--- src/rtl/mem_port_arbiter.sv ---
// Arbitrates a single-port memory between instruction fetch and data access with a fixed-latency FSM.
// Optional single-entry fetch buffer enabled by defining MEM_PORT_ARBITER_IBUF_EN.
module mem_port_arbiter #(
    parameter int ADDR_W     = 32,
    parameter int DATA_W     = 32,
    parameter int MEM_LAT    = 2,
    parameter int STARVE_MAX = 4
) (
    input  logic              clk,
    input  logic              rst,
    input  logic              if_req,
    input  logic [ADDR_W-1:0] if_addr,
    output logic [DATA_W-1:0] if_rdata,
    output logic              if_ready,
    input  logic              d_req,
    input  logic              d_we,
    input  logic [ADDR_W-1:0] d_addr,
    input  logic [DATA_W-1:0] d_wdata,
    output logic [DATA_W-1:0] d_rdata,
    output logic              d_ready,
    output logic              mem_en,
    output logic              mem_we,
    output logic [ADDR_W-1:0] mem_addr,
    output logic [DATA_W-1:0] mem_wdata,
    input  logic [DATA_W-1:0] mem_rdata,
    output logic              stall_f,
    output logic              stall_m,
    output logic              busy
);

    typedef enum logic [2:0] {
        S_IDLE,
        S_ISSUE,
        S_WAIT,
        S_CAPT,
        S_DONE
    } state_t;

    localparam logic [3:0] LAT_INIT   = 4'(MEM_LAT - 1);
    localparam logic [3:0] STARVE_LIM = 4'(STARVE_MAX);

    state_t            r_state;
    state_t            w_next;
    logic              r_owner_f;
    logic              r_we;
    logic [ADDR_W-1:0] r_addr;
    logic [DATA_W-1:0] r_wdata;
    logic [3:0]        r_lat_cnt;
    logic [3:0]        r_starve;
    logic [DATA_W-1:0] r_if_rdata;
    logic [DATA_W-1:0] r_d_rdata;
    logic              w_grant_d;
    logic              w_grant_f;
    logic              w_hit;

`ifdef MEM_PORT_ARBITER_IBUF_EN
    logic              r_buf_vld;
    logic [ADDR_W-1:0] r_buf_addr;
    logic [DATA_W-1:0] r_buf_data;
`endif

    // Data has priority unless the fetch has been passed over STARVE_MAX times in a row.
    always_comb begin
        w_grant_d = d_req & (~if_req | (r_starve != STARVE_LIM));
        w_grant_f = if_req & ~w_grant_d;
        w_hit     = 1'b0;
`ifdef MEM_PORT_ARBITER_IBUF_EN
        w_hit     = if_req & ~d_req & r_buf_vld & (if_addr == r_buf_addr);
`endif
    end

    always_comb begin
        w_next = r_state;
        case (r_state)
            S_IDLE: begin
                if (w_hit) begin
                    w_next = S_DONE;
                end else if (w_grant_d || w_grant_f) begin
                    w_next = S_ISSUE;
                end
            end
            S_ISSUE: begin
                if (r_we) begin
                    w_next = S_DONE;
                end else if (MEM_LAT == 1) begin
                    w_next = S_CAPT;
                end else begin
                    w_next = S_WAIT;
                end
            end
            S_WAIT: begin
                if (r_lat_cnt <= 4'd1) begin
                    w_next = S_CAPT;
                end
            end
            S_CAPT:  w_next = S_DONE;
            S_DONE:  w_next = S_IDLE;
            default: w_next = S_IDLE;
        endcase
    end

    always_ff @(posedge clk) begin
        if (rst) begin
            r_state    <= S_IDLE;
            r_owner_f  <= 1'b0;
            r_we       <= 1'b0;
            r_addr     <= '0;
            r_wdata    <= '0;
            r_lat_cnt  <= '0;
            r_starve   <= '0;
            r_if_rdata <= '0;
            r_d_rdata  <= '0;
`ifdef MEM_PORT_ARBITER_IBUF_EN
            r_buf_vld  <= 1'b0;
            r_buf_addr <= '0;
            r_buf_data <= '0;
`endif
        end else begin
            r_state <= w_next;
            case (r_state)
                S_IDLE: begin
                    if (!if_req || w_grant_f || w_hit) begin
                        r_starve <= '0;
                    end else if (w_grant_d && (r_starve != STARVE_LIM)) begin
                        r_starve <= r_starve + 4'd1;
                    end
                    if (w_hit) begin
                        r_owner_f <= 1'b1;
                        r_we      <= 1'b0;
`ifdef MEM_PORT_ARBITER_IBUF_EN
                        r_if_rdata <= r_buf_data;
`endif
                    end else if (w_grant_d) begin
                        r_owner_f <= 1'b0;
                        r_we      <= d_we;
                        r_addr    <= d_addr;
                        r_wdata   <= d_wdata;
                    end else if (w_grant_f) begin
                        r_owner_f <= 1'b1;
                        r_we      <= 1'b0;
                        r_addr    <= if_addr;
                    end
                end
                S_ISSUE: begin
                    r_lat_cnt <= LAT_INIT;
`ifdef MEM_PORT_ARBITER_IBUF_EN
                    if (r_we && r_buf_vld && (r_addr == r_buf_addr)) begin
                        r_buf_vld <= 1'b0;
                    end
`endif
                end
                S_WAIT: begin
                    r_lat_cnt <= r_lat_cnt - 4'd1;
                end
                S_CAPT: begin
                    if (r_owner_f) begin
                        r_if_rdata <= mem_rdata;
`ifdef MEM_PORT_ARBITER_IBUF_EN
                        r_buf_vld  <= 1'b1;
                        r_buf_addr <= r_addr;
                        r_buf_data <= mem_rdata;
`endif
                    end else begin
                        r_d_rdata <= mem_rdata;
                    end
                end
                default: begin
                end
            endcase
        end
    end

    assign mem_en    = (r_state == S_ISSUE);
    assign mem_we    = mem_en & r_we;
    assign mem_addr  = r_addr;
    assign mem_wdata = r_wdata;
    assign if_ready  = (r_state == S_DONE) & r_owner_f;
    assign d_ready   = (r_state == S_DONE) & ~r_owner_f;
    assign if_rdata  = r_if_rdata;
    assign d_rdata   = r_d_rdata;
    assign stall_f   = if_req & ~if_ready;
    assign stall_m   = d_req & ~d_ready;
    assign busy      = (r_state != S_IDLE);

endmodule

--- config.mk ---
export PLATFORM = sky130hd
export DESIGN_NAME = mem_port_arbiter
export DESIGN_NICKNAME = d
export VERILOG_FILES = /design/src/rtl/mem_port_arbiter.sv
export SDC_FILE = /design/constraint.sdc
export NUM_CORES = 1
export LEC_CHECK = 0
export CAP_MARGIN = 30
export CORE_MARGIN = 2
export CORE_UTILIZATION = 30
export CTS_CLUSTER_SIZE = 14
export DETAILED_ROUTE_END_ITERATION = 8
export GPL_ROUTABILITY_DRIVEN = 1
export SYNTH_ARGS = -nofsm -noshare
export SYNTH_HDL_FRONTEND = slang
export SYNTH_SLANG_ARGS = --single-unit
--- constraint.sdc ---
create_clock -name clk -period 2.95 [get_ports clk]
set_input_delay 0.59 -clock clk [delete_from_list [all_inputs] [get_ports clk]]
set_output_delay 0.59 -clock clk [all_outputs]
set_load 0.005 [all_outputs]
Word-level counts from Yosys, hierarchy flattened. Index checks and enable logic that the tools add are counted.

Add/sub/neg operators: 2. Order comparisons: 1. Eq/ne operators: 7. Muxes and demuxes: 13. Bitwise gates (word level): 13. Reductions and logical operators: 15.

Operators by type and width (number): two-way mux 32 bit (2); one-hot mux 3 bit (4 select lines) (1); AND reduction 2 bit (6); two-way mux 3 bit (3); two-way mux 4 bit (2); one-hot mux 4 bit (2 select lines) (1); bitwise AND 1 bit (7); equality test 3 x 2 -> 1 bit (second input constant) (2); nonzero test 2 bit (3); inverter 1 bit (5); adder 4 x 1 -> 4 bit (second input constant) (1); less-or-equal comparator 4 x 1 -> 1 bit (second input constant) (1); two-way mux 1 bit (4); inequality test 2 bit (second input constant) (2); inequality test 4 x 3 -> 1 bit (second input constant) (1); subtractor 4 x 1 -> 4 bit (second input constant) (1); equality test 3 x 1 -> 1 bit (second input constant) (1); equality test 3 bit (second input constant) (1); zero test 3 bit (1); nonzero test 3 bit (1); logical OR 1 bit (2); logical AND 1 bit (1); zero test 1 bit (1); OR 1 bit (1).

Register bits: 141. Output and inout port bits: 135. Logic and storage cells: 60.

Logic depth before layout (Yosys ltp). Gate-level depths: netlist of the first run.

Depth in word-level cells: 8. Mapped depth: 7.

Worst setup path before layout of the first run. No wires, ideal clock.

Kind: flip-flop to output port. Start point: register r_state[2]. End point: output port mem_we. Arrival time: 1.209 ns. Slack: 1.151 ns. Cell stages (with the launch flop): 5. Path buffers: 1. Path through: dfxtp_1 -> clkbuf_1 -> or3b_2 -> inv_1 -> and2_1.

Longest elaborated chain between the ends: 2.

Ends and longest elaborated chain: start: declaration (line 42) `state_t r_state;`; start signal: assignment (line 119) `r_state <= w_next;`; equality test 3 x 1 -> 1 bit (line 173) `assign mem_en = (r_state == S_ISSUE);`; named net mem_en (line 21) `output logic mem_en,`; bitwise AND 1 bit (line 174) `assign mem_we = mem_en & r_we;`; end: declaration (line 22) `output logic mem_we,`.

The timed path passes the listed nets, and every way through them passes these cells.

Worst setup path in the final report of the first run.
Start point: register r_owner_f. End point: output port if_ready.

Longest elaborated chain between the ends: 1.

Ends and longest elaborated chain: start: declaration (line 44) `logic r_owner_f;`; start signal: assignment (line 105) `r_owner_f <= 1'b0;`; start signal: assignment (line 128) `r_owner_f <= 1'b1;`; start signal: assignment (line 134) `r_owner_f <= 1'b0;`; bitwise AND 1 bit (line 177) `assign if_ready = (r_state == S_DONE) & r_owner_f;`; end: declaration (line 14) `output logic if_ready,`.

No other way between the ends.

==> results of run 1 <==
-- report_power, final --
part | switching (mW) | leakage [nW] | total, mW | internal (mW)
Clock | 0.897 | 0.290 | 2.18 | 1.29
Sequential | 0.0975 | 1.15 | 2.17 | 2.07
Combinational | 0.570 | 1.82 | 1.25 | 0.684
-- stage by stage --
| stage | utilization | std cells | hold WS, ps | power [mW] | setup slack, ps |
|---|---|---|---|---|---|
| 3_5_place_dp | 0.4447 | 1189 | 445.6 | 3.479 | 351.8 |
| 3_3_place_gp | 0.4437 | 1188 | 441.1 | 3.472 | 338.7 |
| 6_report | 0.4742 | 1221 | 452.0 | 5.608 | 297.6 |
| 5_1_grt | 0.4742 | 1221 | 468.6 | 5.898 | 224.5 |
| 4_1_cts | 0.4742 | 1221 | 453.8 | 5.689 | 327.6 |
| 2_1_floorplan | - | 705 | 452.7 | 2.836 | 1151 |
-- critical path, stage by stage, from the launching register on --
cell and delay (ps):
dfxtp_1 480, nor4bb_1 560, clkdlybuf4s50_1 600
-- sequential cells by signal (all words and copies together) (netlist names) --
signal	cells
r_owner_f	1
if_rdata	32
r_starve	4
r_lat_cnt	4
mem_addr	32
r_state	3
mem_wdata	32
d_rdata	32
r_we	1
-- cells by family (layout without fill, tap and decap cells) --
family                   count (synthesis)  count (layout)  share of synthesized area
buffers and inverters                   76             322                    0.06000
AO/OA/AOI/OAI                          179             179                     0.2027
adder cells (fa/ha/maj)                  4               4                   0.008109
flip-flops                             141             141                     0.4573
multiplexers                            33              33                    0.05352
AND/OR/NAND/NOR                        272             272                     0.2183
-- synthesized netlist by cell type, drive strengths merged, types with 3 or more instances --
library cell and count:
mux2i 33, and2 4, nand2 133, a21oi 104, nand2b 65, a211oi 32
inv 7, nor3 4, clkbuf 33, nor4b 3, a2111oi 32, o21ai 5
nand4b 4, ha 4, buf 36, nand4 4, nor2b 3, dfxtp 141
nor2 35
-- metal layers --
metal  routed length, um  global-route usage  vias to the layer above
li1                    -                   -                     2908
met1                8605              0.2243                     2666
met2                8694              0.2666                      187
met3                1534             0.06420                       21
met4                 359             0.05577                        0
met5                   0                   0                        -
-- area by class of cell --
| type | count | area, um^2 | area share |
|---|---|---|---|
| Timing Repair Buffer | 283 | 2810 | 0.2929 |
| Sequential cell | 141 | 2823 | 0.2942 |
| Clock inverter | 14 | 157.7 | 0.01643 |
| Tap cell | 270 | 337.8 | 0.03521 |
| Clock buffer | 18 | 439.2 | 0.04577 |
| Multi-Input combinational cell | 488 | 3002 | 0.3128 |
| Inverter | 7 | 26.28 | 0.002738 |
-- layout by cell type (no fill, tap or decap), drive strengths merged, types with 5 or more instances in the layout --
master	instances
nor2	35
dfxtp	141
a21oi	104
o21ai	5
inv	12
clkbuf	18
nand2	133
a211oi	32
clkdlybuf4s50	265
clkinv	5
a2111oi	32
nand2b	65
mux2i	33
buf	18
-- worst max path at each step --
stage	startpoint	to	slack, ps	cells past startpoint
final	r_owner_f	if_ready	300	2
after detailed placement	if_req	mem_addr[10]	350	5
after global routing	r_state[2]	d_ready	220	2
after global placement	if_req	mem_wdata[18]	340	4
after floorplan	r_state[2]	mem_we	1150	4
after CTS	r_state[2]	mem_we	330	4
==> results.md, run 1 <==
- Status: completed
- Critical path arrival: between 2000 and 2500 ps
- Global-route usage over all layers: 0.1727
- Core area: 20,230 um^2
- Vias per cell: between 4 and 5
- R2R cell count: 6
- TNS Setup: 0 ps
- Yosys cell types: between 40 and 50
- Required time of the critical path: 2360 ps
- Fin crit share: 0.8991
- Synth-to-layout area growth: 55.46%
- Placed Area: 8999 um^2
- P per Cell Area: approximately 600 nW/um^2
- Rel. slew slack: 0.5934
- Die Ht: 147.4 um
- Top cells by area, synth: dfxtp_1 46%, a21oi_1 8.4%, nand2_1 8.1%
- Total CTS buffers: 17
- Synth async-reset ratio: 0
- Syn_area_per_cell: just under 9 um^2
- Seq/Total Area, Yosys: 0.4573
- Antenna violations before repair: 0
- Worst Hold Depth: 2
- DRT iter0 DRCs: around 350
- CTS H-tree lvls: 4
- CP endpoint kind: output port
- Max-cap viol count: 0
- Number of diodes: 0
- Worst Setup Start Kind: register
- PortBufs: 267
- Die W: 147.4 um
- Worst Hold Endpoint: if_rdata[26]
- Final HPWL from detailed placement: 12,560 um
- Worst-Skew Late Latency: roughly 410 ps
- Num ports: about 270
- Mapped Cells: approximately 710
- Post-Route WL: roughly 19,000 um
- Synth warnings: 0
- Vias post-DR: just under 6,000
- Maximum VDD drop: between 0.3 and 0.4 mV
- Final hold vios: 0
- Clock Sinks: roughly 140
- Least-Margin Pin Slew: 601.4 ps
- Vias in the first global route: about 5,500
- Cts hold-fix bufs: 0
- Final Setup Violations: 0
- Worst r2r dst: mem_addr[10]
- Final instance area: between 9000 and 10,000 um^2
- Flop2flop setup slack: 870 ps
- Post-Syn Area: between 6000 and 7000 um^2
- Initial Util: 0.3050
- Row Count: 52
- DR WL/cell: roughly 16 um
- Post-route ant nets: 0
- Hold path start: if_rdata[26]
- FILL cells: ~2,000
- Pleak: between 3 and 4 nW
- GR Overflow Total: 0
- Residual DRC count: 0
- R2r startpoint: r_starve[0]
- CTS clock-pin slew for the worst setup and hold paths: 60 ps
- Setup repair after global routing missed its margin: false
- Clock root cell: clkbuf_16
- Area leader, netlist: dfxtp_1
- Post-synth EDFFs: 0
- Main synth FF type: dfxtp_1
- Fmax: around 380 MHz
- Pins Over Slew Limit: 0
- Hold Path Class: reg2reg
- CP max FO: 7
- Nets@finish: approximately 1,100
- Post-CTS sizing: 0
- Die area: ~22,000 um^2
- Largest net degree at the start of global routing: 89
- Post-CTS setup buffers: 0
- Crit Path Category: reg2out
- Layout cells sized above 1: 0.08517
- Tmin final: roughly 2700 ps
- Detailed Routing Iterations Pass 1: 4
- CTS tree: done
- Synth Register Bits: ~140
- Yosys top cell area share: 0.4573
- First-pass GRT wire length: 30,020 um
- Gpl congestion: 0.7353
- Clk_skew: ~11 ps
- Syn Nets: 842
- Clock Tree Buf Depth: 2
Note: power is estimated with default switching activity, not from simulation.
==> inputs of run 2 (changes only) <==
--- a/config.mk
+++ b/config.mk
@@ -11,6 +11,7 @@
 export CTS_CLUSTER_SIZE = 14
 export DETAILED_ROUTE_END_ITERATION = 8
 export GPL_ROUTABILITY_DRIVEN = 1
+export SLEW_MARGIN = 40
 export SYNTH_ARGS = -nofsm -noshare
 export SYNTH_HDL_FRONTEND = slang
 export SYNTH_SLANG_ARGS = --single-unit
==> constraint.sdc (replaced) <==
create_clock -name clk -period 2.95 [get_ports clk]
set_input_delay 0.295 -clock clk [delete_from_list [all_inputs] [get_ports clk]]
set_output_delay 0.295 -clock clk [all_outputs]
set_load 0.005 [all_outputs]
==> run 2 against run 1 <==
Against the previous run:
- routed wire length shrank 1.2%
- total power grew 0.13%
- first-iteration DRC count shrank 7.2%
- clock skew shrank 1.2 ps
- fmax grew 0.43%
- final area shrank 0.21%
- via count shrank 0.85%
- critical path depth grew 2
- count of clock-buffer cells in the layout shrank 1
- global-route usage shrank 0.10 points
- largest cell class unchanged
==> results.md, run 2 (synthesized netlist as in run 1, its figures left out) <==
- Total CTS buffers: 17 (unchanged)
- Worst Setup Start Kind: register
- Nets@finish: 1,073 (-0.19%)
- CTS H-tree lvls: 4 (unchanged)
- Detailed Routing Iterations Pass 1: 4 (unchanged)
- TNS Setup: 0 ps (unchanged)
- Status: completed
- Vias post-DR: 5,733 (-0.85%)
- Synth-to-layout area growth: 55.14%
- Layout cells sized above 1: 0.08325 (-0.001928)
- Post-route ant nets: 0 (unchanged)
- Hold Path Class: in2reg
- Placed Instances: 1,187 (-0.17%)
- Crit path launch: r_state[0]
- Required time of the critical path: 2650 ps (+290 ps)
- Hold path start: rst
- Max-cap viol count: 0 (unchanged)
- Pleak: 3.242 nW (-0.57%)
- Antenna violations before repair: 0 (unchanged)
- Final instance area: 9575 um^2 (-0.21%)
- CP endpoint kind: output port
- Number of diodes: 0 (unchanged)
- Post-CTS setup buffers: 0 (unchanged)
- Final Setup Violations: 0 (unchanged)
- CP max FO: 17 (+10)
- Clock Sinks: 141 (unchanged)
- Global-route usage over all layers: 0.1717 (-0.001016)
- Most frequent cells in the layout: 265 x clkdlybuf4s50_1, 141 x dfxtp_1, 133 x nand2_1
- Crit Path Category: reg2out
- Die Ht: 147.4 um (unchanged)
- Maximum VDD drop: 0.3809 mV (-0.39%)
- Least-Margin Pin Slew: 670.3 ps (+68.93 ps)
- Pins Over Slew Limit: 0 (unchanged)
- Clock root cell: clkbuf_16
- Utilization after layout: 0.4732 (-0.0009900)
- Gpl congestion: 0.7384 (+0.42%)
- Post-CTS sizing: 0 (unchanged)
- Rel. slew slack: 0.5531 (-0.04030)
- PortBufs: 267 (unchanged)
- GR Layer Usage met1: 0.2171 (-0.007178)
- Cts hold-fix bufs: 0 (unchanged)
- Worst-Skew Late Latency: 420 ps (about the same)
- Core area: 20,230 um^2 (unchanged)
- Final HPWL from detailed placement: 12,660 um (+0.87%)
- Setup repair after global routing missed its margin: false
- Die W: 147.4 um (unchanged)
- Vias in the first global route: 5,402 (-1.8%)
- Placed Area: 8975 um^2 (-0.26%)
- Clock Tree Buf Depth: 2 (unchanged)
- Final hold vios: 0 (unchanged)
- Vias per cell: 4.703 (-0.68%)
- Clk_skew: 9.440 ps (-1.200 ps)
- First-pass GRT wire length: 29,860 um (-0.51%)
- Most Crowded Layer GR: met2
- Residual DRC count: 0 (unchanged)
- Layout Cells excl Fill: 1,219 (-0.16%)
- Die area: 21,740 um^2 (unchanged)
- Initial Util: 0.3050 (unchanged)
- Row Count: 52 (unchanged)
- Fmax: 378.6 MHz (+0.43%)
- R2r startpoint: r_state[2]
- DRT iter0 DRCs: 324 (-7.2%)
- Most common cell after layout, fill and taps aside: clkdlybuf4s50_1
- Fin crit share: 0.8953 (-0.003831)
- Num ports: 268 (unchanged)
- M2 GR Usage: 0.2734 (+0.006776)
- DR WL/cell: 15.55 um (-1.1%)
- GRT met3 Usage: 0.05833 (-0.005864)
- Critical path arrival: 2350 ps (+290 ps)
- Post-Route WL: 18,960 um (-1.2%)
- Largest net degree at the start of global routing: 77 (-13%)
- Tmin final: 2641 ps (-11.30 ps)
- P per Cell Area: 586.5 nW/um^2 (+0.34%)
- CTS clock-pin slew for the worst setup and hold paths: 60 ps (about the same)
- CTS tree: done
- GR Overflow Total: 0 (unchanged)
==> run 2: layer usage <==
metal  part of all wire  routed length, um
met1               0.43               8203
met2               0.47               8950
met3              0.075               1416
met4              0.021                391
met5                  0                  0
==> run 2: where the power goes <==
part	total, mW	switching, mW	internal, mW
Clock	2.20	0.923	1.28
Combinational	1.23	0.554	0.679
Sequential	2.18	0.111	2.07
==> run 2: worst paths after layout <==
path | endpoint | cells after the start | slack, ps
max reg2reg | mem_addr[1] | 6 | 670
min reg2reg | d_rdata[30] | 2 | 450
max | mem_we | 4 | 310
min | r_lat_cnt[3] | 2 | 370
==> run 2: stage by stage <==
stage	hold slack, ps	worst slack, ps	power [mW]
global route	400.7	189.2	5.887
finish	369.0	308.9	5.616
global placement	441.0	443.2	3.469
detailed placement	446.5	641.4	3.468
floorplan	431.0	1387	2.836
CTS	362.4	287.2	5.697
==> run 2: worst max-delay path: stages (launching register included) <==
cell	delay [ps]
dfxtp_1	710
or3b_2	510
inv_1	80
and2_1	120
clkdlybuf4s50_1	510
==> run 2: area by class of cell <==
| class | instances | area [um^2] |
|---|---|---|
| clock inverters | 15 | 175.2 |
| repair buffers | 281 | 2783 |
| fillers | 1961 | 10660 |
| clock buffers | 17 | 425.4 |
| well taps | 270 | 337.8 |
| multi-input cells | 488 | 3005 |
| inverters | 7 | 26.28 |
| flip-flops and latches | 141 | 2823 |
==> inputs of run 3 (changes only) <==
--- a/config.mk
+++ b/config.mk
@@ -7,11 +7,12 @@
 export LEC_CHECK = 0
 export CAP_MARGIN = 30
 export CORE_MARGIN = 2
-export CORE_UTILIZATION = 30
-export CTS_CLUSTER_SIZE = 14
+export CORE_UTILIZATION = 35
 export DETAILED_ROUTE_END_ITERATION = 8
 export GPL_ROUTABILITY_DRIVEN = 1
+export PLACE_DENSITY = 0.68
 export SLEW_MARGIN = 40
 export SYNTH_ARGS = -nofsm -noshare
 export SYNTH_HDL_FRONTEND = slang
 export SYNTH_SLANG_ARGS = --single-unit
+export TNS_END_PERCENT = 10
==> run 3 against run 2 <==
Against the previous run:
- routed wire length shrank 2.5%
- count of clock-buffer cells in the layout grew 2
- clock skew shrank 1.5 ps
- sequential power is essentially flat
- via count is essentially flat
- global-route usage grew 1.7 points
- final area shrank 1.1%
- hold slack gained 28 ps
- non-clock buffer count shrank 1
- critical path depth is the same
- total power shrank 2.5%
==> results.md, run 3 (synthesized netlist as in run 1, its figures left out) <==
- Pins Over Slew Limit: 0 (unchanged)
- Met3 WL: 1509 um (+6.6%)
- Total power draw: 5.477 mW (-2.5%)
- CTS clock-pin slew for the worst setup and hold paths: 60 ps (about the same)
- Flop2flop setup slack: 830 ps (+160 ps)
- DR WL/cell: 15.81 um (+1.6%)
- CP max FO: 17 (unchanged)
- PortBufs: 267 (unchanged)
- Max-cap viol count: 0 (unchanged)
- Fmax: 382.3 MHz (+0.98%)
- Fin crit share: 0.8866 (-0.008699)
- Comb pwr share: 0.224 (+0.005)
- Antenna violations before repair: 0 (unchanged)
- Internal power: 4.004 mW (-0.61%)
- DRT iter0 DRCs: 323 (-0.31%)
- Final hold vios: 0 (unchanged)
- Placed Area: 8911 um^2 (-0.71%)
- Clock Sinks: 141 (unchanged)
- Post-CTS setup buffers: 0 (unchanged)
- CP endpoint kind: output port
- Final Setup Violations: 0 (unchanged)
- Clock Tree Buf Depth: 2 (unchanged)
- Vias post-DR: 5,737 (+0.070%)
- Clock network power share: 0.377 (-0.014)
- Global-route usage over all layers: 0.1887 (+0.01701)
- Most frequent cells in the layout: 265 x clkdlybuf4s50_1, 141 x dfxtp_1, 133 x nand2_1
- Most common cell after layout, fill and taps aside: clkdlybuf4s50_1
- Maximum VDD drop: 0.4005 mV (+5.1%)
- Final HPWL from detailed placement: 12,110 um (-4.4%)
- Largest net degree at the start of global routing: 85 (+10%)
- Flop pwr share: 0.399 (+0.010)
- Rel. slew slack: 0.5502 (-0.002908)
- Placed Instances: 1,141 (-3.9%)
- Post-route ant nets: 0 (unchanged)
- Vias per cell: 4.903 (+4.3%)
- Setup repair after global routing missed its margin: false
- Pleak: 3.218 nW (-0.72%)
- Post-Route WL: 18,490 um (-2.5%)
- Gpl congestion: 0.7526 (+1.9%)
- CTS H-tree lvls: 4 (unchanged)
- Setup WS pre-CTS: 637.0 ps (-4.366 ps)
- Num ports: 268 (unchanged)
- FILL cells: 1,618 (-17%)
- TNS Setup: 0 ps (unchanged)
- First-pass GRT wire length: 27,990 um (-6.3%)
- Die area: 18,710 um^2 (-14%)
- Setup ws final: 334.5 ps (+25.66 ps)
- Worst r2r dst: mem_addr[12]
- CTS tree: done
- Cts hold-fix bufs: 0 (unchanged)
- Hold slack: 397.0 ps (+27.93 ps)
- Hold path start: d_req
- Layout Cells excl Fill: 1,170 (-4.0%)
- P per Cell Area: 578.2 nW/um^2 (-1.4%)
- Initial Util: 0.3568 (+0.05181)
- Die Ht: 136.8 um (-7.2%)
- Switching power share of the total: 0.2689 (-0.01373)
- GR Overflow Total: 0 (unchanged)
- Worst Setup Start Kind: register
- Final instance area: 9473 um^2 (-1.1%)
- Hold Path Class: in2reg
- Row Count: 48 (-7.7%)
- Utilization after layout: 0.5477 (+0.07445)
- Status: completed
- Post-CTS sizing: 0 (unchanged)
- Nets@finish: 1,072 (-0.093%)
- Detailed Routing Iterations Pass 1: 4 (unchanged)
- Crit Path Category: reg2out
- Critical path arrival: 2320 ps (-30 ps)
- Required time of the critical path: 2650 ps (about the same)
- Worst Hold Endpoint: mem_addr[4]
- Met2 wire length: 8777 um (-1.9%)
- Synth-to-layout area growth: 53.48%
- Least-Margin Pin Slew: 674.7 ps (+4.362 ps)
- R2r startpoint: r_state[2]
- Worst Hold Depth: 3 (+1)
- Die W: 136.8 um (-7.2%)
- Worst-Skew Late Latency: 410 ps (about the same)
- R2R cell count: 5 (-1)
- Vias in the first global route: 5,441 (+0.72%)
- Psw: 1.473 mW (-7.2%)
- Clk_skew: 7.961 ps (-1.479 ps)
- Residual DRC count: 0 (unchanged)
- Clock root cell: clkbuf_16
- Number of diodes: 0 (unchanged)
- Max Used Layer: met4
- Tmin final: 2615 ps (-25.66 ps)
- Metal-1 WL: 7966 um (-2.9%)
- Core area: 17,300 um^2 (-15%)
- Total CTS buffers: 17 (unchanged)
- Layout cells sized above 1: 0.07831 (-0.004939)
run 3: cell count changes in the layout (fill, tap and decap cells not counted):
cell / delta
clkbuf_8: +1
buf_4: -1
inv_6: -5
inv_8: -2
clkinv_2: +2
clkbuf_1: +1
run 3: worst max path at each step:
stage                      startpoint             to  slack, ps  cells after the start
after floorplan           r_starve[0]   mem_addr[11]       1390                      6
after global placement         if_req  mem_wdata[29]        600                      4
after detailed placement       if_req   mem_addr[12]        640                      5
after CTS                  r_state[0]         mem_we        310                      4
after global routing       r_state[0]         mem_we        200                      4
final                      r_state[0]         mem_we        330                      4
run 3: power groups by stage:
stage | registers (mW) | clock network [mW] | logic, mW
6_report | 2.19 | 2.06 | 1.23
5_1_grt | 2.21 | 2.19 | 1.33
4_1_cts | 2.19 | 2.12 | 1.24
3_5_place_dp | 2.23 | 0 | 1.23
3_3_place_gp | 2.22 | 0 | 1.22
2_1_floorplan | 2.22 | 0 | 0.620
run 3: final cells by class:
| class | instances | area, um^2 | area share |
|---|---|---|---|
| well taps | 225 | 281.5 | 0.02972 |
| clock inverters | 10 | 118.9 | 0.01255 |
| flip-flops and latches | 141 | 2823 | 0.2980 |
| repair buffers | 280 | 2775 | 0.2930 |
| inverters | 7 | 26.28 | 0.002774 |
| clock buffers | 19 | 442.9 | 0.04676 |
| multi-input cells | 488 | 3005 | 0.3173 |
run 3: metal layers:
metal | global-route usage | vias to the layer above
li1 | - | 2898
met1 | 0.2329 | 2654
met2 | 0.3067 | 173
met3 | 0.06963 | 12
met4 | 0.05785 | 0
met5 | 0 | -
run 3: worst max-delay path, stage by stage (launching register included):
cell and delay [ps]:
dfxtp_1 680, or3b_2 510, inv_1 80, and2_1 120, clkdlybuf4s50_1 520
